`config.mk`:
```
export PLATFORM = sky130hd
export DESIGN_NAME = perf_halt_monitor
export DESIGN_NICKNAME = d
export VERILOG_FILES = /design/src/rtl/perf_halt_monitor.sv
export SDC_FILE = /design/constraint.sdc
export NUM_CORES = 1
export LEC_CHECK = 0
export CORE_MARGIN = 2
export CORE_UTILIZATION = 50
export DETAILED_ROUTE_END_ITERATION = 8
export PLACE_DENSITY_LB_ADDON = 0.12
export SYNTH_ARGS = -nofsm -noshare
export SYNTH_HDL_FRONTEND = slang
export SYNTH_SLANG_ARGS = --single-unit
```
`constraint.sdc`:
```
create_clock -name clk -period 6.6 [get_ports clk]
set_input_delay 1.65 -clock clk [delete_from_list [all_inputs] [get_ports clk]]
set_output_delay 1.65 -clock clk [all_outputs]
set_load 0.02 [all_outputs]
```
`src/rtl/perf_halt_monitor.sv`:
```
// Hit/miss counters per cache channel plus terminal spin-loop halt detector.
// Optional shadow snapshot of all counters under PERF_HALT_MONITOR_SNAPSHOT_EN.
module perf_halt_monitor #(
    parameter int NUM_CH      = 2,
    parameter int CNT_W       = 32,
    parameter int HALT_THRESH = 10,
    parameter int PC_W        = 32
) (
    input  logic              clk,
    input  logic              rst,
    input  logic              clear_i,
    input  logic [NUM_CH-1:0] ev_valid_i,
    input  logic [NUM_CH-1:0] ev_hit_i,
    input  logic              br_valid_i,
    input  logic [PC_W-1:0]   br_pc_i,
    input  logic [PC_W-1:0]   br_target_i,
    input  logic              mem_busy_i,
    input  logic [2:0]        rd_ch_i,
    input  logic              rd_miss_i,
`ifdef PERF_HALT_MONITOR_SNAPSHOT_EN
    input  logic              snap_i,
`endif
    output logic [CNT_W-1:0]  rd_data_o,
    output logic [NUM_CH-1:0] sat_o,
    output logic              halt_o
);

    localparam int LOOP_W = (HALT_THRESH < 2) ? 1 : $clog2(HALT_THRESH + 1);
    localparam logic [CNT_W-1:0]  CNT_MAX  = '1;
    localparam logic [LOOP_W-1:0] LOOP_MAX = LOOP_W'(HALT_THRESH);

    logic [CNT_W-1:0]  hit_cnt  [NUM_CH];
    logic [CNT_W-1:0]  miss_cnt [NUM_CH];
    logic [CNT_W-1:0]  src_hit  [NUM_CH];
    logic [CNT_W-1:0]  src_miss [NUM_CH];
    logic [LOOP_W-1:0] loop_cnt;
    logic [LOOP_W-1:0] loop_next;
    logic [CNT_W-1:0]  rd_sel;
    logic              det;
    logic              mismatch;

    // Event counters; frozen while halted so end-of-run statistics stay put.
    always_ff @(posedge clk or posedge rst) begin
        if (rst) begin
            for (int c = 0; c < NUM_CH; c++) begin
                hit_cnt[c]  <= '0;
                miss_cnt[c] <= '0;
            end
            sat_o <= '0;
        end else if (clear_i) begin
            for (int c = 0; c < NUM_CH; c++) begin
                hit_cnt[c]  <= '0;
                miss_cnt[c] <= '0;
            end
            sat_o <= '0;
        end else if (!halt_o) begin
            for (int c = 0; c < NUM_CH; c++) begin
                if (ev_valid_i[c]) begin
                    if (ev_hit_i[c]) begin
                        if (hit_cnt[c] == CNT_MAX) sat_o[c] <= 1'b1;
                        else hit_cnt[c] <= hit_cnt[c] + 1'b1;
                    end else begin
                        if (miss_cnt[c] == CNT_MAX) sat_o[c] <= 1'b1;
                        else miss_cnt[c] <= miss_cnt[c] + 1'b1;
                    end
                end
            end
        end
    end

    assign det      = br_valid_i && (br_pc_i == br_target_i) && !mem_busy_i;
    assign mismatch = br_valid_i && (br_pc_i != br_target_i);

    always_comb begin
        loop_next = loop_cnt;
        if (mismatch)
            loop_next = '0;
        else if (det && loop_cnt != LOOP_MAX)
            loop_next = loop_cnt + 1'b1;
    end

    always_ff @(posedge clk or posedge rst) begin
        if (rst) begin
            loop_cnt <= '0;
            halt_o   <= 1'b0;
        end else if (clear_i) begin
            loop_cnt <= '0;
            halt_o   <= 1'b0;
        end else begin
            loop_cnt <= loop_next;
            halt_o   <= halt_o || (loop_next == LOOP_MAX);
        end
    end

`ifdef PERF_HALT_MONITOR_SNAPSHOT_EN
    logic [CNT_W-1:0] shadow_hit  [NUM_CH];
    logic [CNT_W-1:0] shadow_miss [NUM_CH];

    // Shadows capture pre-edge counters, so a same-cycle clear is not seen.
    always_ff @(posedge clk or posedge rst) begin
        if (rst) begin
            for (int c = 0; c < NUM_CH; c++) begin
                shadow_hit[c]  <= '0;
                shadow_miss[c] <= '0;
            end
        end else if (snap_i) begin
            for (int c = 0; c < NUM_CH; c++) begin
                shadow_hit[c]  <= hit_cnt[c];
                shadow_miss[c] <= miss_cnt[c];
            end
        end
    end

    always_comb begin
        for (int c = 0; c < NUM_CH; c++) begin
            src_hit[c]  = shadow_hit[c];
            src_miss[c] = shadow_miss[c];
        end
    end
`else
    always_comb begin
        for (int c = 0; c < NUM_CH; c++) begin
            src_hit[c]  = hit_cnt[c];
            src_miss[c] = miss_cnt[c];
        end
    end
`endif

    // Out-of-range channel selects fall through to zero.
    always_comb begin
        rd_sel = '0;
        for (int c = 0; c < NUM_CH; c++) begin
            if (rd_ch_i == 3'(c))
                rd_sel = rd_miss_i ? src_miss[c] : src_hit[c];
        end
    end

    always_ff @(posedge clk or posedge rst) begin
        if (rst) rd_data_o <= '0;
        else     rd_data_o <= rd_sel;
    end

endmodule

```
# Word level (Yosys, flattened, before mapping)
# Cells that the tools add are included.
# op_classes
shift	0
addsub	5
magnitude_cmp	0
multipliers	0
div_mod_pow	0
eq_ne	18
mux	34
n_reduce_logical	19
n_bitwise	0
# ops
cell	count
$mux W32	16
$mux W64	4
$add A32 B1 Y32 const B	4
$eq A32 B32 Y1 const B	4
$eq A32 B32 Y1	1
$ne A32 B32 Y1	1
$reduce_and A4 Y1	6
$ne A2 B2 Y1 const B	7
$mux W4	3
$mux W1	9
$reduce_bool A2 Y1	4
$ne A3 B2 Y1 const B	2
$reduce_bool A3 Y1	2
$add A4 B1 Y4 const B	1
$eq A4 B4 Y1 const B	1
$logic_and A1 B1 Y1	4
$mux W2	2
$ne A4 B4 Y1 const B	1
$eq A3 B1 Y1 const B	1
$logic_not A3 Y1	1
$logic_not A1 Y1	1
$logic_or A1 B1 Y1	1
# word_totals
latchBits	0
inputBits	77
elab_cells	85
output_inout_bits	35
romBits	0
reg_bits	167
mem_count	0
mem_bits_rw	0

# Logic depth before layout (Yosys ltp)
# logic_depth
ltp_word	9
depth_mapped	10
mapped_depth_nobuf	7

# Worst setup path before layout
# Ideal clock, no wire load.
# synth_path
path_kind	input-to-reg
from	in ev_valid_i[0]
to	reg miss_cnt[59] (netlist name)
required_time_ns	6.475
n_path_buf	0
slack_ns	3.525
setup_ns	0.125
cell_stages	6
arrival_time_ns	2.950
cell_sequence	nor3b_1 > and3_1 > nand3_1 > nor2_1 > nand3_1 > mux2_2
# synth_between
elab_chain_len	2
# synth_lines
element	line_no	rtl
start, declared	12	input logic [NUM_CH-1:0] ev_valid_i,
$reduce_bool A2 Y1 (no source line)	-	
$reduce_and A4 Y1 (no source line)	-	
end signal, assigned by index	64	else miss_cnt[c] <= miss_cnt[c] + 1'b1;
end, declared	33	logic [CNT_W-1:0] miss_cnt [NUM_CH];
# Every way passes these cells.
# A chain may end at the register's enable or synchronous reset.

# Worst setup path after layout
# layout_path
from	in ev_valid_i[0]
to	reg miss_cnt[63] (netlist name)
# Same word-level chain as after synthesis.

==> flow_summary.ini <==
[grt]
grt_start_max_net_pins = 97
grt_usage = 0.257
grt_pass1_vias = 7570
grt_pass1_wl_mm = 40.4
grt_antenna_before_repair = 0
grt-ovfl-total = 0

[synth]
syn_nets = 1096
yosysSeqAreaShare = 0.439
ys_top_cells_by_area = dfrtp_1, mux2i_1, xor2_1
netlist_instances = 1013
ys_async_sr_fraction = 1.00
yosysWarnings = 0
synth-seq-cells = 167
synth_area_um2 = 9510
synth_edf_count = 0
synth-main-ff-cell = dfrtp_1
yosysTopAreaCellShare = 0.439
syn_area_per_cell_um2 = 9.39
synth.distinct_cells = 53
synth_area_leader_cell = dfrtp_1

[place]
io_buffers = 111
gp_congestion = 0.858
post-place-ws_ps = 2390
dp_hpwl_mm = 17.6
post_dp_cell_area_um2 = 10700

[power_and_ir_drop]
leakagePower_nw = 4.59
vdd_ir_drop_max_uv = 173
powerDensity_nw_per_um2 = 196

[detailed_routing]
wire_per_inst_um = 18.6
drtIter0Drc = 589
vias_per_cell = 5.96
postRouteAntennaNets = 0
first_pass_iters = 5
wl_mm = 24.9
vias = 8005
drc = 0

[clock_tree]
path_clk_slew_ps = 60
ctsHtreeMaxLevel = 4
cts-root-buf = clkbuf_16
cts_inserted_buffers = 17
postCtsSetupBuffers = 0
clk_latency_ps = 430
cts_tree = done
numClockSinks = 167
cts_hold_buf = 0
cts.repair.resized = 0
clockBufferDepth = 2

[finish]
layout_common_cells = dfrtp_1, nor2_1, clkdlybuf4s50_1
multiInputGateArea_um2 = 5040
fillerInstances = 1614
n_antenna_cell = 0
seqCellArea_um2 = 4180
finalInstanceArea_um2 = 11400
syn2layout_area_growth_pct = 19.4
final_common_cell = dfrtp_1
nets = 1179
drive_above_1_share = 0.0550

[sta]
slew_headroom = 0.223
hold_viol = 0
fin_ws_ps = 2830
rsz0062_at_grt = false
setup_viol = 0
slew_violations = 0
fin_crit_ps = 3770
fin_crit_sh = 0.571
fin_skew_ps = 8.94
fmaxAchievable_mhz = 265
fin_tns_setup_ps = 0
tightest_slew_ps = 1170

[hold_path]
hp-class = reg2reg

[floorplanning]
floorplan.initialDensity = 0.509
die_x_um = 142
die_area_um2 = 20100
ios = 112
chipHeight_um = 142
core_um2 = 18700
rows = 50

[outcome]
status = finished clean

[critical_path]
startpoint_type = input port
crit_path_end_kind = register
path_class = in2reg
crit_required_ps = 6950
arrival_ps = 4120
path_max_fanout = 14

[run]
drv_cap = 0
## layer usage
layer  global-route usage  routed length [um]  part of all wire  vias up
li1                     -                   -                 -     3856
met1                0.374               11700              0.47     3937
met2                0.404               11800              0.48      188
met3               0.0370                1100             0.044       24
met4               0.0663                 280             0.011        0
met5                    0                   0                 0        -
## metrics by stage
stage | instances | hold WS, ps | power (mW) | util
finish | 1343 | 524 | 2.23 | 0.607
global placement | 1311 | 518 | 1.21 | 0.575
floorplan | 1013 | 516 | 1.13 | -
detailed placement | 1311 | 512 | 1.21 | 0.575
CTS | 1343 | 531 | 2.25 | 0.607
global route | 1343 | 552 | 2.30 | 0.607
## path summary, 6_finish.rpt
kind | slack (ps) | cells after the start | startpoint | endpoint
min in group asynchronous | 1790 | 2 | rst | miss_cnt[27]
min | 520 | 2 | sat_o[1] | sat_o[1]
max reg2reg | 3510 | 6 | hit_cnt[36] | hit_cnt[48]
min reg2reg | 520 | 2 | sat_o[1] | sat_o[1]
max | 2830 | 5 | ev_valid_i[0] | miss_cnt[63]
max in group asynchronous | 3740 | 3 | rst | rd_data_o[6]
## sequential cells by signal (all words and copies together), names as in the netlist
name,flops
loop_cnt,4
rd_data_o,32
sat_o,2
halt_o,1
hit_cnt,64
miss_cnt,64
## synth_stat cells, drive strengths merged, types with 6 or more instances
| cell | number |
|---|---|
| dfrtp | 167 |
| nor2 | 111 |
| xor2 | 71 |
| mux2i | 65 |
| nand3 | 58 |
| nand2 | 55 |
| clkbuf | 46 |
| nand4 | 39 |
| xnor2 | 39 |
| a21oi | 37 |
| o22ai | 33 |
| nor4 | 30 |
| and3 | 29 |
| o21ai | 27 |
| nor3 | 26 |
| or4 | 25 |
| and4 | 20 |
| inv | 20 |
| or3 | 20 |
| nor2b | 15 |
| o31ai | 13 |
| buf | 8 |
| mux2 | 8 |
| a211oi | 6 |
| ha | 6 |
## critical path, cell delays in order
cell,delay [ps]
clkdlybuf4s50_1,520
nor3b_1,690
nand4_1,560
or4_1,550
a21oi_1,160
## area by class of cell
cell class                 instances  share of cell area
timing repair buffer             118               0.102
inverter                          20             0.00705
multi-input combinational        772               0.444
clock inverter                    12              0.0145
clock buffer                      20              0.0393
sequential                       167               0.368
tap                              234              0.0258
## where the power goes
| group | internal (mW) | switching (mW) | total (mW) |
|---|---|---|---|
| combinational | 0.0689 | 0.0861 | 0.155 |
| clock | 0.612 | 0.428 | 1.04 |
| sequential | 1.03 | 0.00582 | 1.03 |
| total | 1.71 | 0.520 | 2.23 |
## logic make-up after synthesis
group / Yosys count / share of synthesized area
AOI/OAI and AO/OA: 130 / 0.0827
and+or+nand+nor: 453 / 0.258
buffers and inverters: 74 / 0.0325
adders and majority gates: 6 / 0.00789
xor gates and xnor gates: 110 / 0.101
DFF: 167 / 0.439
muxes: 73 / 0.0782
Note: power is estimated with default switching activity, not from simulation.
